$ cat config.mk
export PLATFORM = sky130hd
export DESIGN_NAME = avsdpll_lock_detect
export DESIGN_NICKNAME = d
export VERILOG_FILES = /design/src/rtl/avsdpll_lock_detect.sv
export SDC_FILE = /design/constraint.sdc
export NUM_CORES = 1
export LEC_CHECK = 0
export BUFFER_PORTS_ARGS = -buffer_cell sky130_fd_sc_hd__buf_2
export CAP_MARGIN = 20
export CORE_UTILIZATION = 55
export CTS_CLUSTER_SIZE = 30
export DETAILED_ROUTE_END_ITERATION = 8
export PLACE_DENSITY_LB_ADDON = 0.1
export SETUP_SLACK_MARGIN = 0.15
export SLEW_MARGIN = 10
export SYNTH_ARGS = -nofsm -noshare
export SYNTH_HDL_FRONTEND = slang
export SYNTH_SLANG_ARGS = --single-unit
$ cat constraint.sdc
create_clock -name CLK -period 2.5 [get_ports CLK]
set_clock_uncertainty 0.1 [all_clocks]
set_input_delay 0.125 -clock CLK [delete_from_list [all_inputs] [get_ports CLK]]
set_output_delay 0.125 -clock CLK [all_outputs]
set_load 0.02 [all_outputs]
$ cat src/rtl/avsdpll_lock_detect.sv
// avsdpll_lock_detect: counts PLL CLK cycles per REF period and declares lock
// after a run of in-tolerance periods, drops it on bad periods or REF loss.
module avsdpll_lock_detect #(
    parameter int MULT         = 8,
    parameter int TOL          = 1,
    parameter int LOCK_COUNT   = 4,
    parameter int UNLOCK_COUNT = 2,
    parameter int CNT_W        = 8
) (
    input  logic             CLK,
    input  logic             RST,
    input  logic             EN,
    input  logic             REF,
    output logic [CNT_W-1:0] COUNT,
    output logic             MEAS_VALID,
    output logic             FREQ_HI,
    output logic             FREQ_LO,
    output logic             LOCK,
    output logic             ERR
);
    localparam int GW = $clog2(LOCK_COUNT + 1);
    localparam int BW = $clog2(UNLOCK_COUNT + 1);
    localparam logic [CNT_W-1:0] MAX    = '1;
    localparam logic [CNT_W-1:0] LO_B   = CNT_W'((TOL >= MULT) ? 0 : MULT - TOL);
    localparam logic [CNT_W-1:0] HI_B   = CNT_W'(MULT + TOL);
    localparam logic [GW-1:0]    G_LAST = GW'(LOCK_COUNT - 1);
    localparam logic [BW-1:0]    B_LAST = BW'(UNLOCK_COUNT - 1);

    typedef enum logic [1:0] {IDLE, WAIT_EDGE, ACQUIRE, LOCKED} state_t;

    state_t           state, state_n;
    logic             s1, s2, s3, redge, sat, good, hi;
    logic             mv_n, hi_n, lo_n, lock_n, err_n;
    logic [CNT_W-1:0] cnt, cnt_n, count_n, d;
    logic [GW-1:0]    good_cnt, good_n;
    logic [BW-1:0]    bad_cnt, bad_n;

    assign redge = s2 & ~s3;
    assign sat   = cnt == MAX;
    // cnt already includes the redge cycle, so at redge it equals the period
    assign d     = cnt - LO_B;
    assign good  = d <= HI_B - LO_B;
    assign hi    = cnt > HI_B;

    always_ff @(posedge CLK or posedge RST) begin
        if (RST) begin
            {s1, s2, s3} <= '0;
            state      <= IDLE;
            cnt        <= '0;
            COUNT      <= '0;
            MEAS_VALID <= 1'b0;
            FREQ_HI    <= 1'b0;
            FREQ_LO    <= 1'b0;
            LOCK       <= 1'b0;
            ERR        <= 1'b0;
            good_cnt   <= '0;
            bad_cnt    <= '0;
        end else begin
            {s1, s2, s3} <= {REF, s1, s2};
            state      <= state_n;
            cnt        <= cnt_n;
            COUNT      <= count_n;
            MEAS_VALID <= mv_n;
            FREQ_HI    <= hi_n;
            FREQ_LO    <= lo_n;
            LOCK       <= lock_n;
            ERR        <= err_n;
            good_cnt   <= good_n;
            bad_cnt    <= bad_n;
        end
    end

    always_comb begin
        state_n = state;
        cnt_n   = redge ? CNT_W'(1) : sat ? cnt : cnt + 1'b1;
        count_n = COUNT;
        mv_n    = 1'b0;
        hi_n    = FREQ_HI;
        lo_n    = FREQ_LO;
        lock_n  = LOCK;
        err_n   = ERR;
        good_n  = good_cnt;
        bad_n   = bad_cnt;
        if (!EN) begin
            state_n = IDLE;
            cnt_n   = '0;
            count_n = '0;
            hi_n    = 1'b0;
            lo_n    = 1'b0;
            lock_n  = 1'b0;
            err_n   = 1'b0;
            good_n  = '0;
            bad_n   = '0;
        end else if (state == IDLE) begin
            state_n = WAIT_EDGE;
            cnt_n   = '0;
        end else if (state == WAIT_EDGE) begin
            state_n = redge ? ACQUIRE : WAIT_EDGE;
        end else if (redge && ERR) begin
            err_n = 1'b0;
        end else if (redge) begin
            count_n = cnt;
            mv_n    = 1'b1;
            hi_n    = hi;
            lo_n    = !good && !hi;
            if (state == ACQUIRE) begin
                good_n = good ? good_cnt + 1'b1 : '0;
                if (good && good_cnt == G_LAST) begin
                    state_n = LOCKED;
                    lock_n  = 1'b1;
                    good_n  = '0;
                end
            end else begin
                bad_n = good ? '0 : bad_cnt + 1'b1;
                if (!good && bad_cnt == B_LAST) begin
                    state_n = ACQUIRE;
                    lock_n  = 1'b0;
                    bad_n   = '0;
                    good_n  = '0;
                end
            end
        end else if (sat) begin
            // REF lost: the next edge restarts the period without a measurement
            state_n = ACQUIRE;
            err_n   = 1'b1;
            lock_n  = 1'b0;
            good_n  = '0;
            bad_n   = '0;
        end
    end
endmodule

### After elaboration in Yosys (flattened, before gate mapping)

Index checks and enable logic that the tools add are counted.

| storage, ports and cells | value |
|---|---|
| input port bits | 4 |
| logic and storage cells | 122 |
| bits in registers | 31 |

| cells by class | value |
|---|---|
| bitwise gates (word level) | 2 |
| reduce and logical (&&, ||, !) cells | 13 |
| $lt $le $gt $ge | 2 |
| equal/unequal tests | 20 |
| $add $sub $neg | 4 |
| multiplexer cells | 68 |

Operator list:

| cell | count |
|---|---|
| 2-to-1 mux 8 bit | 9 |
| 2-to-1 mux 2 bit | 19 |
| 2-to-1 mux 1 bit | 30 |
| 2-to-1 mux 3 bit | 10 |
| AND reduction 4 bit | 3 |
| AND reduction 5 bit | 2 |
| adder 8 x 1 -> 8 bit (second input constant) | 1 |
| == test 8 bit (second input constant) | 1 |
| greater-than comparator 8 x 4 -> 1 bit (second input constant) | 1 |
| less-or-equal comparator 8 x 2 -> 1 bit (second input constant) | 1 |
| inequality test 4 x 3 -> 1 bit (second input constant) | 2 |
| subtractor 8 x 3 -> 8 bit (second input constant) | 1 |
| inequality test 2 bit (second input constant) | 3 |
| inequality test 3 x 1 -> 1 bit (second input constant) | 2 |
| inequality test 6 x 2 -> 1 bit (second input constant) | 1 |
| inequality test 6 x 5 -> 1 bit (second input constant) | 1 |
| AND reduction 6 bit | 1 |
| inequality test 5 x 1 -> 1 bit (second input constant) | 1 |
| == test 2 x 1 -> 1 bit (second input constant) | 2 |
| logical AND 1 bit | 4 |
| inequality test 4 x 2 -> 1 bit (second input constant) | 1 |
| inequality test 4 bit (second input constant) | 1 |
| adder 3 x 1 -> 3 bit (second input constant) | 1 |
| == test 3 x 2 -> 1 bit (second input constant) | 1 |
| 9 further kinds | 10 |

### Depth between registers and ports, before layout

Gate-level depths: netlist of run 1.

| depth | value |
|---|---|
| depth in word-level cells | 11 |
| depth in mapped cells | 7 |
| mapped depth without buffers | 7 |

### Worst setup path after synthesis of run 1

OpenSTA, ideal clock, no wires.

| timing | value |
|---|---|
| path kind | register to register |
| start | register cnt[0] |
| end | register FREQ_LO |
| clock period less this slack | 2.180 ns |
| buffers on the path | 0 |
| setup slack | 0.320 ns |
| cell stages (with the launch flop) | 7 |
| data required time | 2.273 ns |
| arrival time | 1.953 ns |
| cell sequence | dfrtp_1 ha_1 or2_1 a221o_1 nor4b_4 and2_1 o21ai_0 |

| on the way | value |
|---|---|
| word-level cells in the longest chain between the ends | 9 |

Ends and longest elaborated chain:

| element | line | RTL |
|---|---|---|
| start, declared | 34 | `logic [CNT_W-1:0] cnt, cnt_n, count_n, d;` |
| start signal, assigned | 61 | `cnt <= cnt_n;` |
| subtractor 8 x 3 -> 8 bit | 41 | `assign d = cnt - LO_B;` |
| less-or-equal comparator 8 x 2 -> 1 bit | 42 | `assign good = d <= HI_B - LO_B;` |
| logical NOT 1 bit | 105 | `lo_n = !good && !hi;` |
| logical AND 1 bit * | 105 |  |
| 2-to-1 mux 1 bit * | 101 | `end else if (redge) begin` |
| 2-to-1 mux 1 bit * | 99 | `end else if (redge && ERR) begin` |
| 2-to-1 mux 1 bit * | 97 | `end else if (state == WAIT_EDGE) begin` |
| 2-to-1 mux 1 bit * | 94 | `end else if (state == IDLE) begin` |
| 2-to-1 mux 1 bit * | 84 | `if (!EN) begin` |
| end signal, assigned | 65 | `FREQ_LO <= lo_n;` |
| end, declared | 17 | `output logic FREQ_LO,` |

Every way passes the cells marked *; elsewhere a longest branch is shown, timed or not. The select of a mux whose other input is x is not followed.
A chain may end at the register's enable or synchronous reset.

### Worst setup path in the final report of run 1

| timing | value |
|---|---|
| start | register cnt[5] |
| end | register bad_cnt[1] |

| on the way | value |
|---|---|
| word-level cells in the longest chain between the ends | 11 |

Ends and longest elaborated chain:

| element | line | RTL |
|---|---|---|
| subtractor 8 x 3 -> 8 bit | 41 |  |
| less-or-equal comparator 8 x 2 -> 1 bit | 42 |  |
| logical NOT 1 bit | 115 | `if (!good && bad_cnt == B_LAST) begin` |
| logical AND 1 bit | 115 |  |
| 2-to-1 mux 2 bit | 115 |  |
| 2-to-1 mux 2 bit | 106 | `if (state == ACQUIRE) begin` |
| 2-to-1 mux 2 bit | 101 |  |
| 2-to-1 mux 2 bit | 99 |  |
| 2-to-1 mux 2 bit | 97 |  |
| 2-to-1 mux 2 bit | 94 |  |
| 2-to-1 mux 2 bit | 84 |  |
| end signal, assigned | 69 | `bad_cnt <= bad_n;` |
| end, declared | 36 | `logic [BW-1:0] bad_cnt, bad_n;` |

Parallel ways exist; a longest one is shown, timed or not. The select of a mux whose other input is x is not followed.

==> qor.yml, run 1 <==
status:
  status: "finished with violations"
  violations: "DRC"
drt:
  via_per_inst: 6.08
  routedWlPerCell_um: 15.9
  ant_nets: 0
  drtIter0Drc: 59
  drtPass1Iterations: 6
  drt_wl_total_um: 3630
  vias: 1386
  drcViolationCount: 2
logic_synthesis:
  synthesis.nets: 182
  synth_edf_count: 0
  syn_area_per_cell_sq_um: 9.78
  ys_types: 53
  post-synth-top-area-fraction: 0.461
  synth-async-reset-ratio: 1.00
  yosysWarnings: 0
  ys.flop_type: "dfrtp_1"
  ys_ff_latch: 31
  syn_area_sq_um: 1680
  netlist_top_cells_count: "31 x dfrtp_1, 20 x nand2_1, 14 x inv_1, 11 x o21ai_0, 8 x nor2_1"
  yosysMostFrequentCell: "dfrtp_1"
  synthCells: 172
  yosysTopAreaCell: "dfrtp_1"
  synth_area_leaders: "dfrtp_1 46%, ha_1 4.5%, nand2_1 4.5%, o21ai_0 3.3%, inv_1 3.1%"
  yosysSeqAreaShare: 0.461
pwr:
  p_int_mw: 0.721
  pwr-share-comb: 0.113
  power_density_nw_per_um2: 507
  swShare: 0.258
  clkPwrFrac: 0.342
  seqPwrFrac: 0.546
  p_leak_nw: 0.868
  switching_power_mw: 0.250
  vdd_ir_drop_max_uv: 404
global_routing:
  antenna_found_initial: 0
  top_usage_layer: "met2"
  grt_pass1_vias: 1345
  grt_max_degree: 32
  met2_usage: 0.425
  use_met1: 0.328
  grt_pass1_wl_um: 6270
  gr-total-overflow: 0
  use_met3: 0.0635
  grtUsageTotal: 0.262
cells_and_area:
  drive_gt1_frac: 0.208
  regArea_sq_um: 777
  antenna_cells: 0
  synthToLayoutAreaGrowth_pct: 13.9
  nFillCells: 246
  multi_input_area_sq_um: 832
  fin_nets: 206
  fin_cells: 228
sta:
  fin_ws_ns: 0.260
  whs_ns: 0.257
  clock.fmax_ghz: 0.446
  worst_slew_pin_slew_ns: 0.568
  hold_viol_final: 0
  setup_viol: 0
  rsz0062_at_grt: "no"
  fin_crit_ns: 2.24
  slew_viol_final: 0
  fin_setup_tns_ns: 0
  maxSlewHeadroom: 0.619
  finalCritPeriodShare: 0.896
clocking:
  cts_max_level: 2
  clock-sinks: 31
  cts_buffer_depth: 2
  worstSkewPairLatency_ns: 0.33
  cts.clk_slew.worst_paths_ns: 0.10
  cts_tree: "yes"
  cts-root-buf: "clkbuf_4"
  cts_buffers: 5
place:
  dp_slack_ns: 0.0723
  dp.cells: 216
  port_buffers: 16
  dp_hpwl_um: 2630
  gp_congestion: 0.918
worst_setup_path:
  crit_type: "reg2reg"
  cp-start-kind: "flip-flop"
  cp-end-kind: "flip-flop"
  critPathMaxFanout: 10
  cp.required_ns: 2.64
  arrival_ns: 2.38
die:
  initial_core_util: 0.595
  die_w_um: 57.3
  placementRows: 19
  die_h_um: 57.3
  dieArea_sq_um: 3290
  ios: 17
  coreArea_sq_um: 2830
min_path:
  hp-class: "reg2reg"
job:
  maxCapViolCount: 0
cells by family (layout without fill, tap and decap cells):
logic type / Yosys count / in the layout / share of synthesized area
compound gates: 45 / 45 / 0.196
xor+xnor: 3 / 3 / 0.0156
fa+ha+maj: 6 / 6 / 0.0446
buf+inv: 21 / 46 / 0.0535
flops: 31 / 31 / 0.461
mux: 1 / 1 / 0.00595
simple gates: 65 / 65 / 0.224
per-layer routing:
metal  part of all wire  routed length [um]
met5                  0                   0
met4              0.016                  57
met3              0.039                 141
met2               0.49                1790
met1               0.45                1640
repair_timing:
action,in CTS,in global routing
setup buffers,1,0
setup endpoints to repair,6,7
hold buffers,3,0
hold endpoints to repair,34,0
pin swaps,1,0
gates resized for setup,0,4
worst max-delay path, cell delays in order (launching register included):
cell and delay, ns:
dfrtp_1 0.54, or4_4 0.59, nor3_2 0.19, nor4b_4 0.07
buf_4 0.17, and2_1 0.17, o41ai_2 0.31
final cells by class:
type,count,share of cell area
sequential,31,0.405
tap,31,0.0202
inverter,14,0.0274
clock buffer,8,0.0359
multi-input combinational,120,0.434
timing repair buffer,24,0.0770
registers in the layout, summed over array words and instances, names as in the netlist:
register,count
MEAS_VALID,1
LOCK,1
s2,1
s3,1
COUNT,8
cnt,8
bad_cnt,2
good_cnt,3
s1,1
FREQ_LO,1
state,2
FREQ_HI,1
ERR,1
power by group through the flow:
stage                     combinational (mW)  clock [mW]  sequential [mW]
final                                  0.109       0.332            0.530
after global routing                   0.126       0.363            0.533
after CTS                              0.109       0.345            0.530
after detailed placement               0.105           0            0.540
after global placement                 0.104           0            0.539
after floorplan                       0.0799           0            0.536
placed cells by master (no fill, tap or decap), types with 4 or more instances in the layout:
cell type / n
a21oi_1: 7
a31oi_1: 5
buf_2: 16
buf_4: 5
clkbuf_4: 5
dfrtp_1: 30
ha_1: 5
inv_1: 14
nand2_1: 20
nand3_1: 4
nor2_1: 8
nor2b_1: 4
o21ai_0: 10
path summary, 6_finish.rpt:
path | startpoint | endpoint | slack, ns | cells past startpoint
max in group asynchronous | RST | cnt[0]$_DFFE_PP0P_ | 1.70 | 4
max | cnt[5]$_DFFE_PP0P_ | bad_cnt[1]$_DFFE_PP0P_ | 0.26 | 6
min in group asynchronous | RST | COUNT[2]$_DFFE_PP0P_ | 0.30 | 4
min reg2reg | s1$_DFF_PP0_ | s2$_DFF_PP0_ | 0.26 | 0
min | s1$_DFF_PP0_ | s2$_DFF_PP0_ | 0.26 | 0
max reg2reg | cnt[5]$_DFFE_PP0P_ | bad_cnt[1]$_DFFE_PP0P_ | 0.26 | 6
per-stage QoR:
stage,utilization,total power [mW],area [sq um]
final,0.678,0.972,1920
after global routing,0.678,1.02,1920
after CTS,0.672,0.984,1900
after detailed placement,0.634,0.645,1790
after global placement,0.634,0.643,1790
after floorplan,-,0.616,1680
Power figures use the tool's default switching activity.
==> inputs of run 2 (changes only) <==
CORE_UTILIZATION = 30   (was 55)
PLACE_DENSITY = 0.54   (was unset)
PLACE_DENSITY_LB_ADDON = unset   (was 0.1)
==> run 2 against run 1 <==
  * Largest power group unchanged
  * Fmax shrank 0.43%
  * Core utilization is 29 points lower
  * The run now ends clean
  * Non-clock buffer count unchanged
  * Final cell count is 17% higher
  * Die area grew 80%
  * Critical endpoint is now good_cnt[0]$_DFFE_PP0P_
  * Critical path type unchanged
  * Hold slack got worse by 0.18 ns
==> qor.yml, run 2 (same netlist as run 1, synthesis figures left out) <==
status:
  status: "completed"  # was finished with violations
pwr:
  total_power_mw: 1.16  # was 0.972 mW
  p_leak_nw: 0.893  # was 0.868 nW
  power_density_nw_per_um2: 574  # was 507 nW/um^2
  vdd_ir_drop_max_uv: 217  # was 404 uV
sta:
  rsz0062_at_grt: "no"  # unchanged
  clock.fmax_ghz: 0.445  # was 0.446 GHz
  worst_slew_pin_slew_ns: 0.633  # was 0.568 ns
  fin_setup_tns_ns: 0  # unchanged
  setup_viol: 0  # unchanged
  fin_crit_ns: 2.25  # was 2.24 ns
  hold_viol_final: 0  # unchanged
  finalCritPeriodShare: 0.900  # was 0.896
  slew_viol_final: 0  # unchanged
  maxSlewHeadroom: 0.575  # was 0.619
clocking:
  cts_buffer_depth: 2  # unchanged
  cts-root-buf: "clkbuf_8"  # was clkbuf_4
  cts_buffers: 5  # unchanged
  worstSkewPairLatency_ns: 0.29  # was 0.33 ns
  cts_max_level: 2  # unchanged
  cts.clk_slew.worst_paths_ns: 0.07  # was 0.10 ns
  cts_tree: "yes"  # unchanged
  clock-sinks: 31  # unchanged
job:
  maxCapViolCount: 0  # unchanged
worst_setup_path:
  r2r.worst_path.cells: 7  # was 6
  crit_type: "reg2reg"  # unchanged
  critical_path.n_buffers_inverters: 1  # unchanged
  r2r-start: "cnt[0]$_DFFE_PP0P_"  # was cnt[5]$_DFFE_PP0P_
  cp_slowest_cell: "dfrtp_2"  # was or4_4
  slowest_delay_ns: 0.45  # was 0.59 ns
  cp-start-kind: "flip-flop"  # unchanged
  cp.required_ns: 2.55  # was 2.64 ns
  cp-end-kind: "flip-flop"  # unchanged
  r2r-end: "good_cnt[0]$_DFFE_PP0P_"  # was bad_cnt[1]$_DFFE_PP0P_
  critPathMaxFanout: 6  # was 10
  rrSetupSlack_ns: 0.25  # was 0.26 ns
  crit_family: "compound AO/OA/AOI/OAI gates"  # was simple AND/OR/NAND/NOR gates
  crit_chain: "ha_2, a2111oi_4, xor2_1, nor4b_4, buf_4, a311oi_2, mux2i_1"  # was or4_4, nor3_2, nor4b_4, buf_4, and2_1, o41ai_2
  arrival_ns: 2.30  # was 2.38 ns
cells_and_area:
  antenna_cells: 0  # unchanged
  fin_nets: 206  # unchanged
  final_common_cell: "dfrtp_1"  # unchanged
  drive_gt1_frac: 0.223  # was 0.208
  layout_common_cells: "30 x dfrtp_1, 20 x nand2_1, 16 x buf_2"  # unchanged
  synthToLayoutAreaGrowth_pct: 19.9  # was 13.9%
  reg_top3: "COUNT: 8 flops, cnt: 8 flops, good_cnt: 3 flops"  # unchanged
  nFillCells: 537  # was 246
global_routing:
  grt_pass1_vias: 1371  # was 1,345
  antenna_found_initial: 0  # unchanged
  gr-total-overflow: 0  # unchanged
  grt_max_degree: 32  # unchanged
  grtUsageTotal: 0.147  # was 0.262
  grt_pass1_wl_um: 6690  # was 6270 um
die:
  die_w_um: 76.9  # was 57.3 um
  coreArea_sq_um: 5240  # was 2830 sq um
  ios: 17  # unchanged
  dieArea_sq_um: 5910  # was 3290 sq um
  placementRows: 26  # was 19
  initial_core_util: 0.321  # was 0.595
  die_h_um: 76.9  # was 57.3 um
drt:
  drcViolationCount: 0  # was 2
  drt_wl_total_um: 3900  # was 3630 um
  drtPass1Iterations: 4  # was 6
  vias: 1399  # was 1,386
  via_per_inst: 5.24  # was 6.08
  routedWlPerCell_um: 14.6  # was 15.9 um
  drtIter0Drc: 47  # was 59
  ant_nets: 0  # unchanged
place:
  dp_hpwl_um: 2680  # was 2630 um
  gp_congestion: 0.858  # was 0.918
  port_buffers: 16  # unchanged
min_path:
  hp-start: "EN"  # was s1$_DFF_PP0_
  hold_path_depth: 3  # was 0
  hp-class: "in2reg"  # was reg2reg
  min_to: "state[0]$_DFFE_PP0P_"  # was s2$_DFF_PP0_
[run 2: cell count changes in the layout (fill, tap and decap cells not counted), sizes merged]
cell,before,now
buf,21,22
bufinv,0,1
dlygate4sd3,3,2
clkbuf,8,6
clkinv,0,1
[run 2: worst max path at each step]
| stage | startpoint | to | slack, ns | depth (start not counted) |
|---|---|---|---|---|
| global route | cnt[0]$_DFFE_PP0P_ | good_cnt[0]$_DFFE_PP0P_ | 0.17 | 7 |
| CTS | cnt[0]$_DFFE_PP0P_ | LOCK$_DFFE_PP0P_ | 0.18 | 8 |
| floorplan | cnt[0]$_DFFE_PP0P_ | FREQ_LO$_DFFE_PP0P_ | 0.32 | 6 |
| finish | cnt[0]$_DFFE_PP0P_ | good_cnt[0]$_DFFE_PP0P_ | 0.25 | 7 |
| global placement | cnt[0]$_DFFE_PP0P_ | FREQ_LO$_DFFE_PP0P_ | 0.18 | 6 |
| detailed placement | cnt[0]$_DFFE_PP0P_ | good_cnt[0]$_DFFE_PP0P_ | 0.08 | 6 |
[run 2: power by group]
part | internal, mW | switching (mW) | total (mW)
Combinational | 0.0413 | 0.0713 | 0.113
Clock | 0.322 | 0.192 | 0.514
Sequential | 0.515 | 0.0181 | 0.533
[run 2: layer usage]
layer	wire length (um)	track usage	vias to the layer above
li1	-	-	670
met1	1930	0.197	678
met2	1720	0.213	42
met3	175	0.0393	9
met4	76	0.0846	0
met5	0	0	-
[run 2: what timing repair did]
action,4_1_cts,5_1_grt
gates resized for setup,1,3
gates cloned,0,0
setup endpoints to repair,6,5
hold buffers,2,0
pin swaps,1,0
hold endpoints to repair,32,0
buffers inserted,2,0
[run 2: worst min-delay path: cells and delay by family]
family / cells / cell delay (ns)
AOI/OAI and AO/OA: 1 / 0.04
buffers and inverters: 1 / 0.17
and+or+nand+nor: 1 / 0.08
[run 2: final cells by class]
type | instances | area (sq um) | share of cell area
well taps | 70 | 87.6 | 0.0434
inverters | 14 | 52.6 | 0.0260
clock inverters | 2 | 35.0 | 0.0174
multi-input cells | 120 | 838 | 0.415
clock buffers | 6 | 82.6 | 0.0409
repair buffers | 24 | 145 | 0.0719
flip-flops and latches | 31 | 777 | 0.385
[run 2: through the flow]
step	hold slack [ns]	utilization	cell area, sq um	instances	setup slack [ns]
3_5_place_dp	0.133	0.352	1840	255	0.0832
6_report	0.0758	0.385	2020	267	0.251
2_1_floorplan	0.0564	-	1680	172	0.320
4_1_cts	0.0594	0.382	2000	267	0.182
5_1_grt	0.0785	0.385	2020	267	0.166
3_3_place_gp	0.127	0.352	1840	255	0.180
==> inputs of run 3 (changes only) <==
CORE_ASPECT_RATIO = 0.7   (was unset)
==> run 3 against run 2 <==
  * Global-route usage barely moved
  * Die area barely moved
  * Sequential cell count unchanged
  * Via count shrank 1.1%
  * Clock power fell by 26%
  * First-iteration DRC count up 81%
  * Count of clock-buffer cells in the layout is 1 higher
  * Critical path depth unchanged
  * Wire length grew 0.49%
  * Final area down 0.43%
==> qor.yml, run 3 (same netlist as run 1, synthesis figures left out) <==
drt:
  drtPass1Iterations: 4  # unchanged
  drcViolationCount: 0  # unchanged
  drt_wl_total_um: 3920  # was 3900 um
  via_per_inst: 5.10  # was 5.24
  ant_nets: 0  # unchanged
  vias: 1383  # was 1,399
  routedWlPerCell_um: 14.5  # was 14.6 um
  drtIter0Drc: 85  # was 47
sta:
  setup_viol: 0  # unchanged
  fin_crit_ns: 2.25  # about the same
  hold_viol_final: 0  # unchanged
  clock.fmax_ghz: 0.445  # about the same
  finalCritPeriodShare: 0.898  # was 0.900
  worst_slew_pin_slew_ns: 0.604  # was 0.633 ns
  maxSlewHeadroom: 0.597  # was 0.575
  slew_viol_final: 0  # unchanged
  whs_ns: 0.0654  # was 0.0758 ns
  rsz0062_at_grt: "no"  # unchanged
  fin_setup_tns_ns: 0  # unchanged
global_routing:
  grt_pass1_vias: 1272  # was 1,371
  antenna_found_initial: 0  # unchanged
  grtUsageTotal: 0.148  # was 0.147
  gr-total-overflow: 0  # unchanged
  grt_pass1_wl_um: 6620  # was 6690 um
  grt_max_degree: 17  # was 32
die:
  dieArea_sq_um: 5920  # was 5910 sq um
  initial_core_util: 0.317  # was 0.321
  coreArea_sq_um: 5310  # was 5240 sq um
  die_h_um: 64.7  # was 76.9 um
  die_w_um: 91.5  # was 76.9 um
  ios: 17  # unchanged
  placementRows: 22  # was 26
job:
  maxCapViolCount: 0  # unchanged
cells_and_area:
  layout_common_cells: "30 x dfrtp_1, 20 x nand2_1, 16 x buf_2"  # unchanged
  final_common_cell: "dfrtp_1"  # unchanged
  synthToLayoutAreaGrowth_pct: 19.4  # was 19.9%
  drive_gt1_frac: 0.221  # was 0.223
  antenna_cells: 0  # unchanged
  fin_nets: 208  # was 206
  nFillCells: 547  # was 537
  reg_top3: "COUNT: 8 flops, cnt: 8 flops, good_cnt: 3 flops"  # unchanged
clocking:
  cts_buffer_depth: 2  # unchanged
  cts-root-buf: "clkbuf_8"  # unchanged
  clock-sinks: 31  # unchanged
  cts_buffers: 5  # unchanged
  cts.clk_slew.worst_paths_ns: 0.07  # about the same
  cts_tree: "yes"  # unchanged
  worstSkewPairLatency_ns: 0.28  # was 0.29 ns
  cts_max_level: 2  # unchanged
worst_setup_path:
  cp_slowest_cell: "dfrtp_2"  # unchanged
  crit_start: "cnt[0]$_DFFE_PP0P_"  # unchanged
  cp-start-kind: "flip-flop"  # unchanged
  crit_type: "reg2reg"  # unchanged
  crit_chain: "ha_2, a2111oi_4, xor2_1, nor4b_4, buf_4, and2_1, o41ai_2"  # was ha_2, a2111oi_4, xor2_1, nor4b_4, buf_4, a311oi_2, mux2i_1
  cp.required_ns: 2.59  # was 2.55 ns
  r2r-start: "cnt[0]$_DFFE_PP0P_"  # unchanged
  slowest_delay_ns: 0.45  # about the same
  critPathMaxFanout: 7  # was 6
  cp-end-kind: "flip-flop"  # unchanged
  arrival_ns: 2.33  # was 2.30 ns
min_path:
  hp-start: "EN"  # unchanged
  hp-class: "in2reg"  # unchanged
pwr:
  vdd_ir_drop_max_uv: 289  # was 217 uV
  power_density_nw_per_um2: 511  # was 574 nW/um^2
  p_leak_nw: 0.887  # was 0.893 nW
place:
  dp_hpwl_um: 2880  # was 2680 um
  port_buffers: 16  # unchanged
  gp_congestion: 0.820  # was 0.858
status:
  status: "completed"  # unchanged
## run 3: power by group
part           internal [mW]  switching [mW]
clock network          0.195           0.186
registers              0.515          0.0167
logic                 0.0418          0.0714
total                  0.752           0.274
## run 3: through the flow
stage | instances | instance area [sq um] | total power, mW | setup WS [ns] | utilization
floorplan | 172 | 1680 | 0.616 | 0.320 | -
global placement | 260 | 1870 | 0.649 | 0.158 | 0.352
detailed placement | 260 | 1870 | 0.648 | 0.0722 | 0.352
CTS | 271 | 1980 | 1.03 | 0.195 | 0.373
global route | 271 | 2010 | 1.08 | 0.152 | 0.378
finish | 271 | 2010 | 1.03 | 0.255 | 0.378
## run 3: cell type report
cell class              count  area (sq um)  share of cell area
flip-flops and latches     31           777               0.387
inverters                  14          52.6              0.0262
clock buffers               7          76.3              0.0380
multi-input cells         120           848               0.422
well taps                  72          90.1              0.0448
clock inverters             1          5.00             0.00249
repair buffers             26           160              0.0797
## run 3: layer usage
layer	share of wire	global-route usage
met4	0.011	0.0536
met5	0	0
met1	0.55	0.222
met3	0.055	0.0434
met2	0.38	0.194
## run 3: critical path, delay by kind of cell, from the launching register on
family                     cells  cell delay (ns)
AOI/OAI and AO/OA              2             0.65
DFF                            1             0.45
adders and majority gates      1             0.25
xor gates and xnor gates       1             0.27
and+or+nand+nor                2             0.25
buffers and inverters          1             0.17
## run 3: repair_timing
action                                  CTS  global route
hold endpoints to repair                 16             0
setup buffers                             1             0
resized for setup                         1             4
cloned                                    0             0
hold buffers                              2             0
pin swaps                                 2             1
endpoints found under the setup margin    6             5
## run 3: worst paths after layout
check / to / slack, ns / depth (start not counted)
setup / recovery: bad_cnt[1]$_DFFE_PP0P_ / 0.25 / 7
hold / removal: state[0]$_DFFE_PP0P_ / 0.07 / 3
setup reg to reg: bad_cnt[1]$_DFFE_PP0P_ / 0.25 / 7
hold reg to reg: s2$_DFF_PP0_ / 0.25 / 0
max in group asynchronous: cnt[0]$_DFFE_PP0P_ / 1.29 / 4
min in group asynchronous: FREQ_HI$_DFFE_PP0P_ / 0.35 / 3
